`config.mk`:
```
export PLATFORM = sky130hd
export DESIGN_NAME = boron_ctrl
export DESIGN_NICKNAME = d
export VERILOG_FILES = /design/src/rtl/boron_pkg.sv /design/src/rtl/boron_out_buf.sv /design/src/rtl/boron_ctrl.sv
export SDC_FILE = /design/constraint.sdc
export NUM_CORES = 1
export LEC_CHECK = 0
export BUFFER_PORTS_ARGS = -buffer_cell sky130_fd_sc_hd__buf_4
export CAP_MARGIN = 20
export CORE_AREA = 4 4 201 203
export DETAILED_ROUTE_END_ITERATION = 7
export DIE_AREA = 0 0 205 207
export PLACE_DENSITY_LB_ADDON = 0.3
export SETUP_SLACK_MARGIN = 0.15
export SLEW_MARGIN = 20
export SYNTH_ARGS = -nofsm -noshare
export SYNTH_HDL_FRONTEND = slang
export SYNTH_SLANG_ARGS = --single-unit
```
`constraint.sdc`:
```
create_clock -name clk -period 2.8 [get_ports clk]
set_input_delay 0 -clock clk [delete_from_list [all_inputs] [get_ports clk]]
set_output_delay 0 -clock clk [all_outputs]
set_load 0.02 [all_outputs]
```
`src/rtl/boron_pkg.sv`:
```
// ---------------------------------------------------------------------------
// boron_pkg
// Shared definitions for the BORON round-datapath controller: block, key and
// round-count widths, the index of the final round, and the controller state
// encoding.
// ---------------------------------------------------------------------------
package boron_pkg;

    localparam int BLK_W            = 64;   // plaintext / ciphertext width
    localparam int KEY_W            = 128;  // key width
    localparam int CNT_W            = 5;    // datapath round count width
    localparam int BORON_LAST_ROUND = 24;   // count value that yields the ciphertext

    typedef enum logic [2:0] {
        ST_IDLE = 3'd0,
        ST_LOAD = 3'd1,
        ST_RUN  = 3'd2,
        ST_CAPT = 3'd3,
        ST_HOLD = 3'd4
    } ctrl_state_t;

endpackage

```
`src/rtl/boron_out_buf.sv`:
```
// ---------------------------------------------------------------------------
// boron_out_buf
// One-entry valid/ready holding register for the ciphertext. A load captures
// din and raises out_valid; the entry is released on out_valid && out_ready.
// dout keeps its last value after release.
//
// Ports:
//   clk, reset           clock, asynchronous active-low reset
//   load                 capture din into the buffer this cycle
//   din       [W]        data to capture
//   out_ready            consumer accepts the held entry
//   out_valid            buffer holds an unconsumed entry
//   dout      [W]        held data
// ---------------------------------------------------------------------------
module boron_out_buf
    import boron_pkg::*;
#(
    parameter int W = BLK_W
) (
    input  logic         clk,
    input  logic         reset,
    input  logic         load,
    input  logic [W-1:0] din,
    input  logic         out_ready,
    output logic         out_valid,
    output logic [W-1:0] dout
);

    // NOTE: the data register is reset as well, because the ciphertext output
    // must read zero after reset; a pure holding register would not need it.
    always_ff @(posedge clk or negedge reset) begin
        if (!reset) begin
            out_valid <= 1'b0;
            dout      <= '0;
        end else if (load) begin
            out_valid <= 1'b1;
            dout      <= din;
        end else if (out_valid && out_ready) begin
            out_valid <= 1'b0;
        end
    end

endmodule

```
`src/rtl/boron_ctrl.sv`:
```
// ---------------------------------------------------------------------------
// boron_ctrl
// Upstream/downstream controller for the BORON round datapath. Accepts a
// plaintext/key pair over valid/ready, resets the datapath round counter,
// loads the plaintext, lets the datapath run until its count reaches ROUNDS,
// then captures the ciphertext into a one-entry output buffer.
//
// Ports:
//   clk, reset            clock, asynchronous active-low reset
//   in_valid/in_ready     request handshake; in_pt [64], in_key [128]
//   core_pt, core_key     operands to the datapath, held until the next accept
//   core_sel              1 = datapath loads plaintext
//   core_rst              active-high datapath round-counter reset
//   core_count [CNT_W]    datapath round count
//   core_ct    [64]       datapath ciphertext
//   out_valid/out_ready   ciphertext handshake; out_ct [64]
//   busy                  controller not in IDLE
//   err                   (BORON_CTRL_TIMEOUT_EN only) one-cycle RUN-timeout pulse
//
// Build option: define BORON_CTRL_TIMEOUT_EN to add the RUN watchdog
// (parameter TIMEOUT, output err). Without it RUN only exits on count match.
// ---------------------------------------------------------------------------
module boron_ctrl
    import boron_pkg::*;
#(
    parameter int ROUNDS  = BORON_LAST_ROUND,
    parameter int CNT_W   = boron_pkg::CNT_W
`ifdef BORON_CTRL_TIMEOUT_EN
    ,
    parameter int TIMEOUT = 40
`endif
) (
    input  logic             clk,
    input  logic             reset,
    input  logic             in_valid,
    output logic             in_ready,
    input  logic [BLK_W-1:0] in_pt,
    input  logic [KEY_W-1:0] in_key,
    output logic [BLK_W-1:0] core_pt,
    output logic [KEY_W-1:0] core_key,
    output logic             core_sel,
    output logic             core_rst,
    input  logic [CNT_W-1:0] core_count,
    input  logic [BLK_W-1:0] core_ct,
    output logic             out_valid,
    input  logic             out_ready,
    output logic [BLK_W-1:0] out_ct,
    output logic             busy
`ifdef BORON_CTRL_TIMEOUT_EN
    ,
    output logic             err
`endif
);

    ctrl_state_t state, state_nxt;
    logic        accept;
    logic        count_hit;
    logic        buf_load;

    // A request is taken only in IDLE with the output buffer empty, so a new
    // run can never overwrite an unconsumed ciphertext.
    assign accept    = (state == ST_IDLE) && in_valid && !out_valid;
    assign count_hit = (core_count == CNT_W'(ROUNDS));
    assign busy      = (state != ST_IDLE);

`ifdef BORON_CTRL_TIMEOUT_EN
    localparam int CYC_W = $clog2(TIMEOUT + 1);

    logic [CYC_W-1:0] run_cyc;
    logic             timeout_hit;

    // run_cyc counts completed RUN cycles; the abort fires on the RUN cycle
    // that brings it to TIMEOUT. A count match on that same cycle wins.
    assign timeout_hit = (state == ST_RUN) && !count_hit &&
                         (run_cyc == CYC_W'(TIMEOUT - 1));

    always_ff @(posedge clk or negedge reset) begin
        if (!reset) begin
            run_cyc <= '0;
            err     <= 1'b0;
        end else begin
            err <= timeout_hit;
            if (state == ST_LOAD) begin
                run_cyc <= '0;
            end else if (state == ST_RUN) begin
                run_cyc <= run_cyc + CYC_W'(1);
            end
        end
    end
`endif

    // NOTE: state and operand registers use non-blocking assignments so every
    // flop samples pre-edge values regardless of block evaluation order.
    always_ff @(posedge clk or negedge reset) begin
        if (!reset) begin
            state    <= ST_IDLE;
            core_pt  <= '0;
            core_key <= '0;
        end else begin
            state <= state_nxt;
            if (accept) begin
                core_pt  <= in_pt;
                core_key <= in_key;
            end
        end
    end

    // NOTE: every output of this block gets a default first, so no path
    // through the case statement can leave a signal unassigned (no latches).
    always_comb begin
        state_nxt = state;
        in_ready  = 1'b0;
        core_sel  = 1'b0;
        core_rst  = 1'b0;
        buf_load  = 1'b0;
        unique case (state)
            ST_IDLE: begin
                in_ready = !out_valid;
                core_rst = 1'b1;
                if (accept) state_nxt = ST_LOAD;
            end
            ST_LOAD: begin
                core_sel  = 1'b1;
                state_nxt = ST_RUN;
            end
            ST_RUN: begin
                if (count_hit) begin
                    state_nxt = ST_CAPT;
                end
`ifdef BORON_CTRL_TIMEOUT_EN
                else if (timeout_hit) begin
                    state_nxt = ST_IDLE;
                    core_rst  = 1'b1;
                end
`endif
            end
            // The datapath ciphertext register settles during this cycle.
            ST_CAPT: state_nxt = ST_HOLD;
            ST_HOLD: begin
                core_rst  = 1'b1;
                buf_load  = 1'b1;
                state_nxt = ST_IDLE;
            end
            default: state_nxt = ST_IDLE;
        endcase
    end

    boron_out_buf #(.W(BLK_W)) u_out_buf (
        .clk       (clk),
        .reset     (reset),
        .load      (buf_load),
        .din       (core_ct),
        .out_ready (out_ready),
        .out_valid (out_valid),
        .dout      (out_ct)
    );

endmodule
```
# After elaboration in Yosys (flattened, before gate mapping)
# Cells that the tools add are included.
[word_totals] ff_bits=260 latch_bits=0 mem_bits_rw=0 mem_bits_ro=0 out_inout_bits=261 mem_count=0
[classes] add_sub_neg=0 multipliers=0 div_mod_pow=0 magnitude_cmp=0 n_eq_ne=7 n_shift=0 n_mux=9 bitwise=0 reduce_logical=9
[ops] operator="$pmux W3 S4" n=1
[ops] operator="$eq A3 B2 Y1 const B" n=2
[ops] operator="$mux W1" n=6
[ops] operator="$mux W3" n=2
[ops] operator="$eq A5 B5 Y1 const B" n=1
[ops] operator="$ne A2 B2 Y1 const B" n=2
[ops] operator="$eq A3 B1 Y1 const B" n=1
[ops] operator="$eq A3 B3 Y1 const B" n=1
[ops] operator="$logic_and A1 B1 Y1" n=3
[ops] operator="$logic_not A3 Y1" n=1
[ops] operator="$reduce_bool A3 Y1" n=1
[ops] operator="$reduce_and A2 Y1" n=1
[ops] operator="$reduce_bool A2 Y1" n=1
[ops] operator="$reduce_or A2 Y1" n=1
[ops] operator="$logic_not A1 Y1" n=1

# Logic depth before layout (Yosys ltp)
[depth] word_depth=5 ltp_mapped=5 mapped_depth_nobuf=3

# By module
# From an unflattened synthesis, not the netlist that was laid out.
[unflattened] hier_cells=562 hier_area_um2=10675.2
[by_module_without_submodules] module="boron_ctrl" n_inst=1 cells_per_inst=424 area_each_um2=8060.2
[by_module_without_submodules] module="boron_out_buf" n_inst=1 cells_per_inst=138 area_each_um2=2615.0

# Worst setup path before layout
# OpenSTA, ideal clock, no wires.
[synth_path] kind="register to register" startpoint="register state[0]" endpoint="register u_out_buf.dout[14]" arrival_ns=1.713 t_required_ns=2.675 slack_ns=0.962 path_stages_with_launch=6 synth_period_minus_slack_ns=1.838 cell_sequence="dfrtp_1 nor2_1 and2_1 buf_2 buf_2 mux2_2"
[synth_via] elab_chain_cells=2
[synth_lines] element="start, declared" line_no="boron_ctrl.sv:55" rtl="ctrl_state_t state, state_nxt;"
[synth_lines] element="start signal, assigned" line_no="boron_ctrl.sv:100" rtl="state <= state_nxt;"
[synth_lines] element="$eq A3 B3 Y1" line_no="boron_ctrl.sv:116" rtl="unique case (state)"
[synth_lines] element="$mux W1" line_no="boron_ctrl.sv:116"
[synth_lines] element="end signal, assigned" line_no="boron_out_buf.sv:37" rtl="dout <= din;"
[synth_lines] element="end, declared" line_no="boron_out_buf.sv:26" rtl="output logic [W-1:0] dout"
# No other way between the ends.
# A chain may end at the register's enable or synchronous reset.

# Worst setup path after layout
[layout_path] startpoint="register state[0]" endpoint="register core_key[104]"
[layout_via] elab_chain_cells=3
[layout_lines] element="$logic_not A3 Y1" line_no="boron_ctrl.sv:62" rtl="assign accept = (state == ST_IDLE) && in_valid && !out_valid;"
[layout_lines] element="$logic_and A1 B1 Y1 (2 in series)" line_no="boron_ctrl.sv:62"
[layout_lines] element="end signal, assigned" line_no="boron_ctrl.sv:103" rtl="core_key <= in_key;"
[layout_lines] element="end, declared" line_no="boron_ctrl.sv:40" rtl="output logic [KEY_W-1:0] core_key,"
# No other way between the ends.

==> flow_summary.toml <==
[grt]
gr-total-overflow = 0
grt_pass1_vias = 8965
grt_antenna_before_repair = 1
grt_max_degree = 93
track_usage_pct = 14.9
grt_pass1_wl_um = 51400

[critical_path]
slowest_delay_ps = 470
crit_chain = "nor4_4 -> nand2_4 -> buf_12 -> mux2_4"
crit_path_start = "state[0]$_DFFE_PN0P_"
criticalPathCategory = "reg2reg"
critical_path.max_fanout = 73
r2r_setup_slack_ps = 690
endpoint_kind = "flop"
cp.arrival_ps = 2540
crit_required_ps = 3230
r2r_cells = 4
startpoint_type = "flop"
r2r_start = "state[0]$_DFFE_PN0P_"
crit_path_top_delay_cell = "dfrtp_1"

[floorplanning]
start_util_pct = 27.0
fp.dieH_um = 207
io_pins = 526
dieWidth_um = 205
core_area_um2 = 38500
num_rows = 72
die_area_um2 = 42400

[power]
finalPower_mw = 22.4
power_density_nw_per_um2 = 1200
power.leakage_nw = 9.30
max-vdd-ir-drop_mv = 0.697

[route]
wl_um = 33100
vias = 7796
route.detailed.drc = 0
first_pass_iters = 4
drt_iter0_markers = 260
routed_via_density = 4.10
wl_per_cell_um = 17.4
ant_nets = 0

[synthesis]
syn-num-nets = 823
ys_ff_latch = 260
synth_area_per_cell_um2 = 18.6
synth_area_um2 = 10400
syn_inst = 558
ys_warn_count = 0
yosysUniqueCellTypes = 18
yosysSeqAreaShare_pct = 62.7

[clocking]
clk_pin_slew_ps = 60
numCtsBuffers = 30
root_buffer = "clkbuf_16"
cts_buffer_depth = 3
insertion_delay_ps = 560
cts_sinks = 260
tritoncts = "built"
htree_levels = 1

[final_layout]
final_nets = 1630
syn_to_final_growth_pct = 79.7
drive_above_1_share_pct = 61.3
fill_cells = 3226
final_core_util_pct = 48.5

[sta]
tightestPinTransition_ps = 766
slew-limit-headroom_pct = 48.9
fin_crit_ps = 2110
drv_slew = 0
skew_ps = 13.0
final.setup.tns_ps = 0
fmax_mhz = 475
rsz0062_at_grt = "no"
fin_ws_ps = 693
layout_worst_path_cycle_share_pct = 75.2
setup_violations = 0
hold_viol_final = 0
whs_ps = 20.6

[placed_design]
gp_congestion = 0.748
port-buffer-count = 525
place_ws_ps = 755
dp_hpwl_um = 22400

[worst_hold_path]
min_path_cells = 3
holdCritPathClass = "in2reg"
min_from = "in_valid"

[status]
status = "completed"

[job]
maxCapViolations = 0
## routing by layer
metal	wire length (µm)	track usage [%]
met5	0	0
met4	952	4.80
met3	2590	3.93
met2	16900	26.7
met1	12600	17.3
## final cells by class
class,count,area [µm²],share of cell area [%]
tap,518,648,3.47
clock buffer,38,821,4.40
inverter,1,3.75,0.0201
sequential,260,6510,34.9
antenna,1,2.50,0.0134
multi-input combinational,269,3630,19.4
clock inverter,11,245,1.31
timing repair buffer,803,6810,36.5
## worst paths after layout
| kind | endpoint |
|---|---|
| worst min-delay path | core_key[68]$_DFFE_PN0P_ |
| worst max-delay path | core_key[104]$_DFFE_PN0P_ |
| worst min register to register | u_out_buf.dout[7]$_DFFE_PN0P_ |
| max in group asynchronous | core_key[26]$_DFFE_PN0P_ |
| min in group asynchronous | core_key[51]$_DFFE_PN0P_ |
| worst max register to register | core_key[104]$_DFFE_PN0P_ |
## kinds of logic (layout without fill, tap and decap cells)
group           Yosys count  after routing  synth area share (%)
compound gates            2              2                 0.145
xor+xnor                  1              1                0.0844
flops                   260            260                  62.7
other cells               0              1                     0
mux                     256            256                  33.9
simple gates             10             10                 0.723
buf+inv                  29            853                  2.53
## power by group
part	switching [mW]	internal [mW]	total (mW)
logic	5.15	6.09	11.2
registers	1.17	5.71	6.88
clock network	1.54	2.69	4.23
## worst max-delay path: cells and delay by family, from the launching register on
kind	cells	cell delay [ps]
flip-flops	1	470
multiplexers	1	390
AND/OR/NAND/NOR	2	660
buffers and inverters	1	310
## per-stage QoR
step	std cells	instance area, µm²
floorplan	558	10400
global placement	1591	15000
detailed placement	1591	15000
CTS	1900	18700
global route	1901	18700
finish	1901	18700
## synth_stat cells
cell      count  area, µm²
nor3b_1       1       7.51
nor4b_1       1       8.76
or3_1         1       6.26
buf_6        19        214
mux2_4      169       2540
and2_1        1       6.26
nor4_4        1       21.3
nand3_1       1       5.00
inv_1         1       3.75
xnor2_1       1       8.76
a21o_1        1       7.51
and3b_1       1       8.76
nand2_1       1       3.75
a211oi_1      1       7.51
nor2_1        2       7.51
mux2_2       87        980
dfrtp_1     260       6510
buf_2         9       45.0
## cells in the final DEF (no fill, tap or decap), drive strengths merged, types with 2 or more instances in the layout
cell,n
buf,543
bufinv,7
clkbuf,38
clkinv,4
dfrtp,260
dlygate4sd3,260
mux2,256
nor2,2
## registers in the layout (all words and copies together) (netlist names)
| signal | flops |
|---|---|
| u_out_buf.out_valid | 1 |
| core_pt | 64 |
| state | 3 |
| core_key | 128 |
| u_out_buf.dout | 64 |
## repair_timing
item	CTS	global route
hold buffers	260	0
hold endpoints to repair	373	0
gates resized for setup	0	0
buffers inserted	0	0
Power figures use the tool's default switching activity.
